## src/rtl/sd_loader_pkg.sv

```systemverilog
// Shared types and defaults for the SD configuration stream loader.
package sd_loader_pkg;

  typedef enum logic [2:0] {
    IDLE,
    LOAD,
    FLUSH,
    DRAIN,
    DONE,
    ERR
  } state_t;

  localparam int DATA_W_DEF  = 16;
  localparam int LEN_W_DEF   = 32;
  localparam int TIMEOUT_DEF = 1048576;

endpackage

```

## src/rtl/sd_bit_packer.sv

```systemverilog
// Serial-to-parallel packer: cfg_clk edge detect, MSB-first shift register,
// bit counter and left-justified view of a partial word.
module sd_bit_packer
  import sd_loader_pkg::*;
#(
  parameter int DATA_W = DATA_W_DEF
) (
  input  logic              clk_i,
  input  logic              reset_i,
  input  logic              clear_i,
  input  logic              en_i,
  input  logic              flush_i,
  input  logic              cfg_clk_i,
  input  logic              cfg_dat_i,
  output logic              cap_o,
  output logic              word_done_o,
  output logic [DATA_W-1:0] word_o,
  output logic [DATA_W-1:0] partial_o
);

  localparam int BW = $clog2(DATA_W);

  logic              prev_clk_q, prev_clk_d;
  logic [DATA_W-1:0] shift_q, shift_d;
  logic [BW-1:0]     bit_cnt_q, bit_cnt_d;
  logic [BW:0]       pad;

  always_comb begin
    prev_clk_d  = cfg_clk_i;
    cap_o       = en_i && !prev_clk_q && cfg_clk_i;
    word_o      = {shift_q[DATA_W-2:0], cfg_dat_i};
    word_done_o = cap_o && (bit_cnt_q == BW'(DATA_W - 1));
    // Zero-pad the LSBs so the captured bits sit at the top of the word.
    pad         = (BW+1)'(DATA_W) - {1'b0, bit_cnt_q};
    partial_o   = shift_q << pad;
    shift_d     = shift_q;
    bit_cnt_d   = bit_cnt_q;
    if (clear_i || flush_i) begin
      shift_d   = '0;
      bit_cnt_d = '0;
    end else if (cap_o) begin
      shift_d   = word_o;
      bit_cnt_d = bit_cnt_q + BW'(1);
    end
  end

  always_ff @(posedge clk_i) begin
    if (reset_i) begin
      prev_clk_q <= 1'b0;
      shift_q    <= '0;
      bit_cnt_q  <= '0;
    end else begin
      prev_clk_q <= prev_clk_d;
      shift_q    <= shift_d;
      bit_cnt_q  <= bit_cnt_d;
    end
  end

endmodule

```

## src/rtl/sd_stream_loader.sv

```systemverilog
// Packs the SD reader's serial config stream into FIFO words, with a one-entry
// pending slot for FIFO-full retries, reader throttling and length tracking.
module sd_stream_loader
  import sd_loader_pkg::*;
#(
  parameter int DATA_W  = DATA_W_DEF,
  parameter int LEN_W   = LEN_W_DEF,
  parameter int TIMEOUT = TIMEOUT_DEF
) (
  input  logic              clk_i,
  input  logic              reset_i,
  input  logic              start_i,
  input  logic [LEN_W-1:0]  len_bits_i,
  input  logic              cfg_clk_i,
  input  logic              cfg_dat_i,
  output logic              cfg_hold_o,
  input  logic              fifo_prog_full_i,
  input  logic              fifo_full_i,
  output logic [DATA_W-1:0] fifo_din_o,
  output logic              fifo_wr_en_o,
  output logic              dat_done_o,
  output logic              busy_o,
  output logic              timeout_o,
  output logic              overflow_o,
  output logic [LEN_W-1:0]  word_cnt_o
);

  localparam int IW = $clog2(TIMEOUT + 1);

  state_t            state_q, state_d;
  logic [LEN_W-1:0]  rem_q, rem_d;
  logic [IW-1:0]     idle_q, idle_d;
  logic              pend_valid_q, pend_valid_d;
  logic [DATA_W-1:0] pend_q, pend_d;
  logic              wr_en_q, wr_en_d;
  logic [DATA_W-1:0] din_q, din_d;
  logic [LEN_W-1:0]  word_cnt_q, word_cnt_d;
  logic              done_q, done_d;
  logic              timeout_q, timeout_d;
  logic              overflow_q, overflow_d;
  logic              busy_q, busy_d;
  logic              hold_q, hold_d;

  logic              start_ok, flush, cap_en, cap, word_done, new_word;
  logic [DATA_W-1:0] word, partial, new_data;

  sd_bit_packer #(.DATA_W(DATA_W)) u_packer (
    .clk_i       (clk_i),
    .reset_i     (reset_i),
    .clear_i     (start_ok),
    .en_i        (cap_en),
    .flush_i     (flush),
    .cfg_clk_i   (cfg_clk_i),
    .cfg_dat_i   (cfg_dat_i),
    .cap_o       (cap),
    .word_done_o (word_done),
    .word_o      (word),
    .partial_o   (partial)
  );

  always_comb begin
    state_d      = state_q;
    rem_d        = rem_q;
    idle_d       = idle_q;
    pend_valid_d = pend_valid_q;
    pend_d       = pend_q;
    wr_en_d      = 1'b0;
    din_d        = din_q;
    word_cnt_d   = word_cnt_q;
    done_d       = done_q;
    timeout_d    = timeout_q;
    overflow_d   = overflow_q;
    flush        = (state_q == FLUSH);
    cap_en       = (state_q == LOAD) && (rem_q != '0);
    start_ok     = start_i && (len_bits_i != '0) && (state_q inside {IDLE, DONE, ERR});
    new_word     = word_done || flush;
    new_data     = flush ? partial : word;

    // The pending word always goes out before a word completed in the same cycle.
    if (pend_valid_q) begin
      if (!fifo_full_i) begin
        wr_en_d      = 1'b1;
        din_d        = pend_q;
        pend_valid_d = new_word;
        if (new_word) pend_d = new_data;
      end else if (new_word) begin
        overflow_d = 1'b1;
      end
    end else if (new_word) begin
      if (!fifo_full_i) begin
        wr_en_d = 1'b1;
        din_d   = new_data;
      end else begin
        pend_valid_d = 1'b1;
        pend_d       = new_data;
      end
    end

    case (state_q)
      LOAD: begin
        if (cap) begin
          rem_d  = rem_q - LEN_W'(1);
          idle_d = '0;
          if (rem_q == LEN_W'(1)) state_d = word_done ? DRAIN : FLUSH;
        end else if (hold_q) begin
          idle_d = '0;
        end else begin
          idle_d = idle_q + IW'(1);
          if (idle_d == IW'(TIMEOUT)) begin
            state_d   = ERR;
            timeout_d = 1'b1;
          end
        end
      end
      FLUSH: state_d = DRAIN;
      DRAIN: begin
        if (!pend_valid_q) begin
          state_d = DONE;
          done_d  = 1'b1;
        end
      end
      default: ;
    endcase

    if (start_ok) begin
      state_d      = LOAD;
      rem_d        = len_bits_i;
      idle_d       = '0;
      pend_valid_d = 1'b0;
      wr_en_d      = 1'b0;
      done_d       = 1'b0;
      timeout_d    = 1'b0;
      overflow_d   = 1'b0;
      word_cnt_d   = '0;
    end else if (wr_en_d && (word_cnt_q != '1)) begin
      word_cnt_d = word_cnt_q + LEN_W'(1);
    end

    busy_d = (state_d == LOAD) || (state_d == FLUSH) || (state_d == DRAIN);
    hold_d = fifo_prog_full_i || pend_valid_q || (state_q != LOAD);
  end

  always_ff @(posedge clk_i) begin
    if (reset_i) begin
      state_q      <= IDLE;
      rem_q        <= '0;
      idle_q       <= '0;
      pend_valid_q <= 1'b0;
      pend_q       <= '0;
      wr_en_q      <= 1'b0;
      din_q        <= '0;
      word_cnt_q   <= '0;
      done_q       <= 1'b0;
      timeout_q    <= 1'b0;
      overflow_q   <= 1'b0;
      busy_q       <= 1'b0;
      hold_q       <= 1'b0;
    end else begin
      state_q      <= state_d;
      rem_q        <= rem_d;
      idle_q       <= idle_d;
      pend_valid_q <= pend_valid_d;
      pend_q       <= pend_d;
      wr_en_q      <= wr_en_d;
      din_q        <= din_d;
      word_cnt_q   <= word_cnt_d;
      done_q       <= done_d;
      timeout_q    <= timeout_d;
      overflow_q   <= overflow_d;
      busy_q       <= busy_d;
      hold_q       <= hold_d;
    end
  end

  assign cfg_hold_o   = hold_q;
  assign fifo_din_o   = din_q;
  assign fifo_wr_en_o = wr_en_q;
  assign dat_done_o   = done_q;
  assign busy_o       = busy_q;
  assign timeout_o    = timeout_q;
  assign overflow_o   = overflow_q;
  assign word_cnt_o   = word_cnt_q;

endmodule

```

## config.mk

```make
export PLATFORM = sky130hd
export DESIGN_NAME = sd_stream_loader
export DESIGN_NICKNAME = d
export VERILOG_FILES = /design/src/rtl/sd_loader_pkg.sv /design/src/rtl/sd_bit_packer.sv /design/src/rtl/sd_stream_loader.sv
export SDC_FILE = /design/constraint.sdc
export NUM_CORES = 1
export LEC_CHECK = 0
export ABC_AREA = 1
export CAP_MARGIN = 20
export CORE_MARGIN = 8
export CORE_UTILIZATION = 31
export DETAILED_ROUTE_END_ITERATION = 10
export MAX_ROUTING_LAYER = met4
export SYNTH_ARGS = -nofsm -noshare
export SYNTH_HDL_FRONTEND = slang
export SYNTH_SLANG_ARGS = --single-unit
export TNS_END_PERCENT = 100
```

## constraint.sdc

```tcl
create_clock -name clk_i -period 2.6 [get_ports clk_i]
set_input_delay 0.52 -clock clk_i [delete_from_list [all_inputs] [get_ports clk_i]]
set_output_delay 0.52 -clock clk_i [all_outputs]
set_load 0.01 [all_outputs]
```

==> results.sh <==
export IMPL_status="completed"
export IMPL_setup_violations=0
export IMPL_leakage_nw=4.333
export IMPL_routedWlPerCell_um=13.95
export IMPL_cts_sinks=148
export IMPL_r2r_start="rem_q[1]$_SDFFE_PP0P_"
export IMPL_finalNetCount=1523
export IMPL_cts_root_buf="clkbuf_16"
export IMPL_antenna_found_initial=0
export IMPL_num_vias=9060
export IMPL_postCtsHoldBufs=0
export IMPL_synth_edf_count=0
export IMPL_synth_cells=1386
export IMPL_drive_gt1_share_pct=7.796
export IMPL_setup_worst_path_start_class="register"
export IMPL_area_growth_pct=23.22
export IMPL_hold_class="reg2reg"
export IMPL_cp_startpoint="rem_q[1]$_SDFFE_PP0P_"
export IMPL_met3_wirelength_mm=1.211
export IMPL_fin_hold_ws_ns=0.4473
export IMPL_ys_seq_elements=148
export IMPL_synthFlopType="dfxtp_1"
export IMPL_ir_drop_v=0.0004509
export IMPL_finalPower_mw=8.728
export IMPL_drc=0
export IMPL_finalClockSkew_ns=0.01432
export IMPL_pin_count=93
export IMPL_final_common_cell="nand2_1"
export IMPL_cp_end_kind="register"
export IMPL_most_common_layout_cells="nand2_1, nor2_1, dfxtp_1"
export IMPL_slew_violations=0
export IMPL_place_hpwl_mm=19.38
export IMPL_ys_warn_count=0
export IMPL_worst_pin_slew_ns=0.5584
export IMPL_place_worst_setup_slack_ns=0.07554
export IMPL_diodes=0
export IMPL_rows=62
export IMPL_worstPathMaxFanout=32
export IMPL_fill_cells=3052
export IMPL_rsz0062_at_grt="no"
export IMPL_ant_nets=0
export IMPL_route_met2_wl_mm=12.29
export IMPL_grt_pass1_vias=8632
export IMPL_die_w_um=185.8
export IMPL_die_y_um=185.8
export IMPL_io_buffers=92
export IMPL_required_ns=2.95
export IMPL_power_density_nw_per_um2=792.9
export IMPL_worstHoldStart="pend_q[8]$_SDFFE_PP0P_"
export IMPL_totalWireLength_mm=26.12
export IMPL_core_region_area_um2=28550
export IMPL_final_hold_violation_count=0
export IMPL_multi_input_area_um2=5171
export IMPL_gp_congestion=0.9271
export IMPL_cts_buffers=17
export IMPL_fmax_ghz=0.4278
export IMPL_fp_dieArea_um2=34510
export IMPL_seq_area_um2=2963
export IMPL_grt_first_pass_wirelength_mm=42.91
export IMPL_cts_max_path_buffers=2
export IMPL_wl_met1_mm=12.37
export IMPL_gr_usage_all_layers_pct=15.57
export IMPL_synth_area_um2=8934
export IMPL_viasPerCell=4.840
export IMPL_htreeDepth=4
export IMPL_synth_async_reset_ratio_pct=0
export IMPL_path_class="reg2reg"
export IMPL_fin_crit_ns=2.337
export IMPL_setup_tns_ns=0
export IMPL_clk_insertion_delay_late_ns=0.43
export IMPL_dr_first_iter_drc_count=554
export IMPL_cap_viol_max_count=0
export IMPL_cts_tree="done"
export IMPL_setup_ws_ns=0.2625
export IMPL_slew_headroom_pct=62.73
export IMPL_start_util_pct=31.29
export IMPL_synth_cell_types=50
export IMPL_yosysSeqAreaShare_pct=33.17
export IMPL_period_share_pct=89.90
export IMPL_first_pass_iters=5
export IMPL_top_layer_used="met4"
export IMPL_worstPathArrival_ns=2.69
export IMPL_postSynthAreaPerCell_um2=6.446
export IMPL_grt_max_degree=41
export IMPL_grt_ovfl_total=0
export IMPL_syn_nets=1433
export IMPL_clkTransAtPathRegs_ns=0.07
==> power breakdown <==
group | leakage (nW) | internal (mW) | switching [mW]
clock network | 0.289 | 1.52 | 1.05
logic | 2.84 | 1.22 | 2.09
registers | 1.20 | 2.58 | 0.267
==> cell usage after synthesis (12+ instances only) <==
library cell / n / area [µm²]
a21oi_1: 101 / 505.5
o21ai_0: 71 / 355.3
buf_2: 18 / 90.09
nor2_1: 162 / 608.1
o211ai_1: 18 / 135.1
xnor2_1: 20 / 175.2
xor2_1: 42 / 367.9
dfxtp_1: 148 / 2963
nand4_1: 48 / 300.3
clkbuf_1: 30 / 112.6
nand2_1: 418 / 1569
inv_1: 122 / 457.9
nor3_1: 22 / 110.1
nand3_1: 39 / 195.2
nor4_1: 12 / 75.07
==> per-layer routing <==
| layer | up-vias | track usage (%) |
|---|---|---|
| li1 | 4686 | - |
| met1 | 4185 | 19.25 |
| met2 | 171 | 26.16 |
| met3 | 18 | 2.889 |
| met4 | 0 | 3.303 |
| met5 | - | - |
==> flip-flops by register name, summed over array words and instances, names as in the netlist, 3 cells and up <==
signal / cells
fifo_din_o: 16
u_packer.bit_cnt_q: 4
idle_q: 21
pend_q: 16
state_q: 3
u_packer.shift_q: 16
word_cnt_o: 32
rem_q: 32
==> logic make-up after synthesis <==
| kind of cell | after synthesis | share of synthesized area [%] |
|---|---|---|
| buffers and inverters | 195 | 8.978 |
| adder cells (fa/ha/maj) | 8 | 1.120 |
| multiplexers | 1 | 0.1120 |
| XOR/XNOR | 62 | 6.078 |
| AO/OA/AOI/OAI | 226 | 13.99 |
| AND/OR/NAND/NOR | 746 | 36.55 |
| flip-flops | 148 | 33.17 |
==> worst paths after layout <==
kind / to / slack (ns) / cells after the start
worst min-delay path: pend_q[8]$_SDFFE_PP0P_ / 0.45 / 2
worst max-delay path: word_cnt_o[18]$_SDFFE_PP0P_ / 0.26 / 13
worst max register to register: word_cnt_o[18]$_SDFFE_PP0P_ / 0.26 / 13
worst min register to register: pend_q[8]$_SDFFE_PP0P_ / 0.45 / 2
==> timing repair <==
item / CTS / global route
buffers inserted: 0 / 0
resized for setup: 0 / 1
setup endpoints to repair: 0 / 1
==> final cells by class <==
cell class	instances	area share, %
Timing Repair Buffer	135	11.75
Sequential cell	148	26.92
Clock buffer	18	3.899
Clock inverter	13	1.580
Tap cell	384	4.365
Inverter	131	4.512
Multi-Input combinational cell	1043	46.98
==> per-stage QoR <==
stage	instances	cell area [µm²]	utilization (%)
after floorplan	1386	8934	-
after global placement	1841	10400	36.44
after detailed placement	1841	10400	36.44
after CTS	1872	11000	38.55
after global routing	1872	11010	38.56
final	1872	11010	38.56
==> worst max-delay path, stage by stage, from the launching register on <==
cell	delay (ns)
dfxtp_1	0.33
inv_1	0.09
ha_1	0.18
nand2_2	0.11
nor2_4	0.19
nand3_4	0.13
nor2_4	0.12
nor2_4	0.06
nand3_4	0.07
nand3_4	0.22
nand3_2	0.18
buf_4	0.34
nand2_1	0.09
a21oi_1	0.15
(Power assumes the default switching activity.)
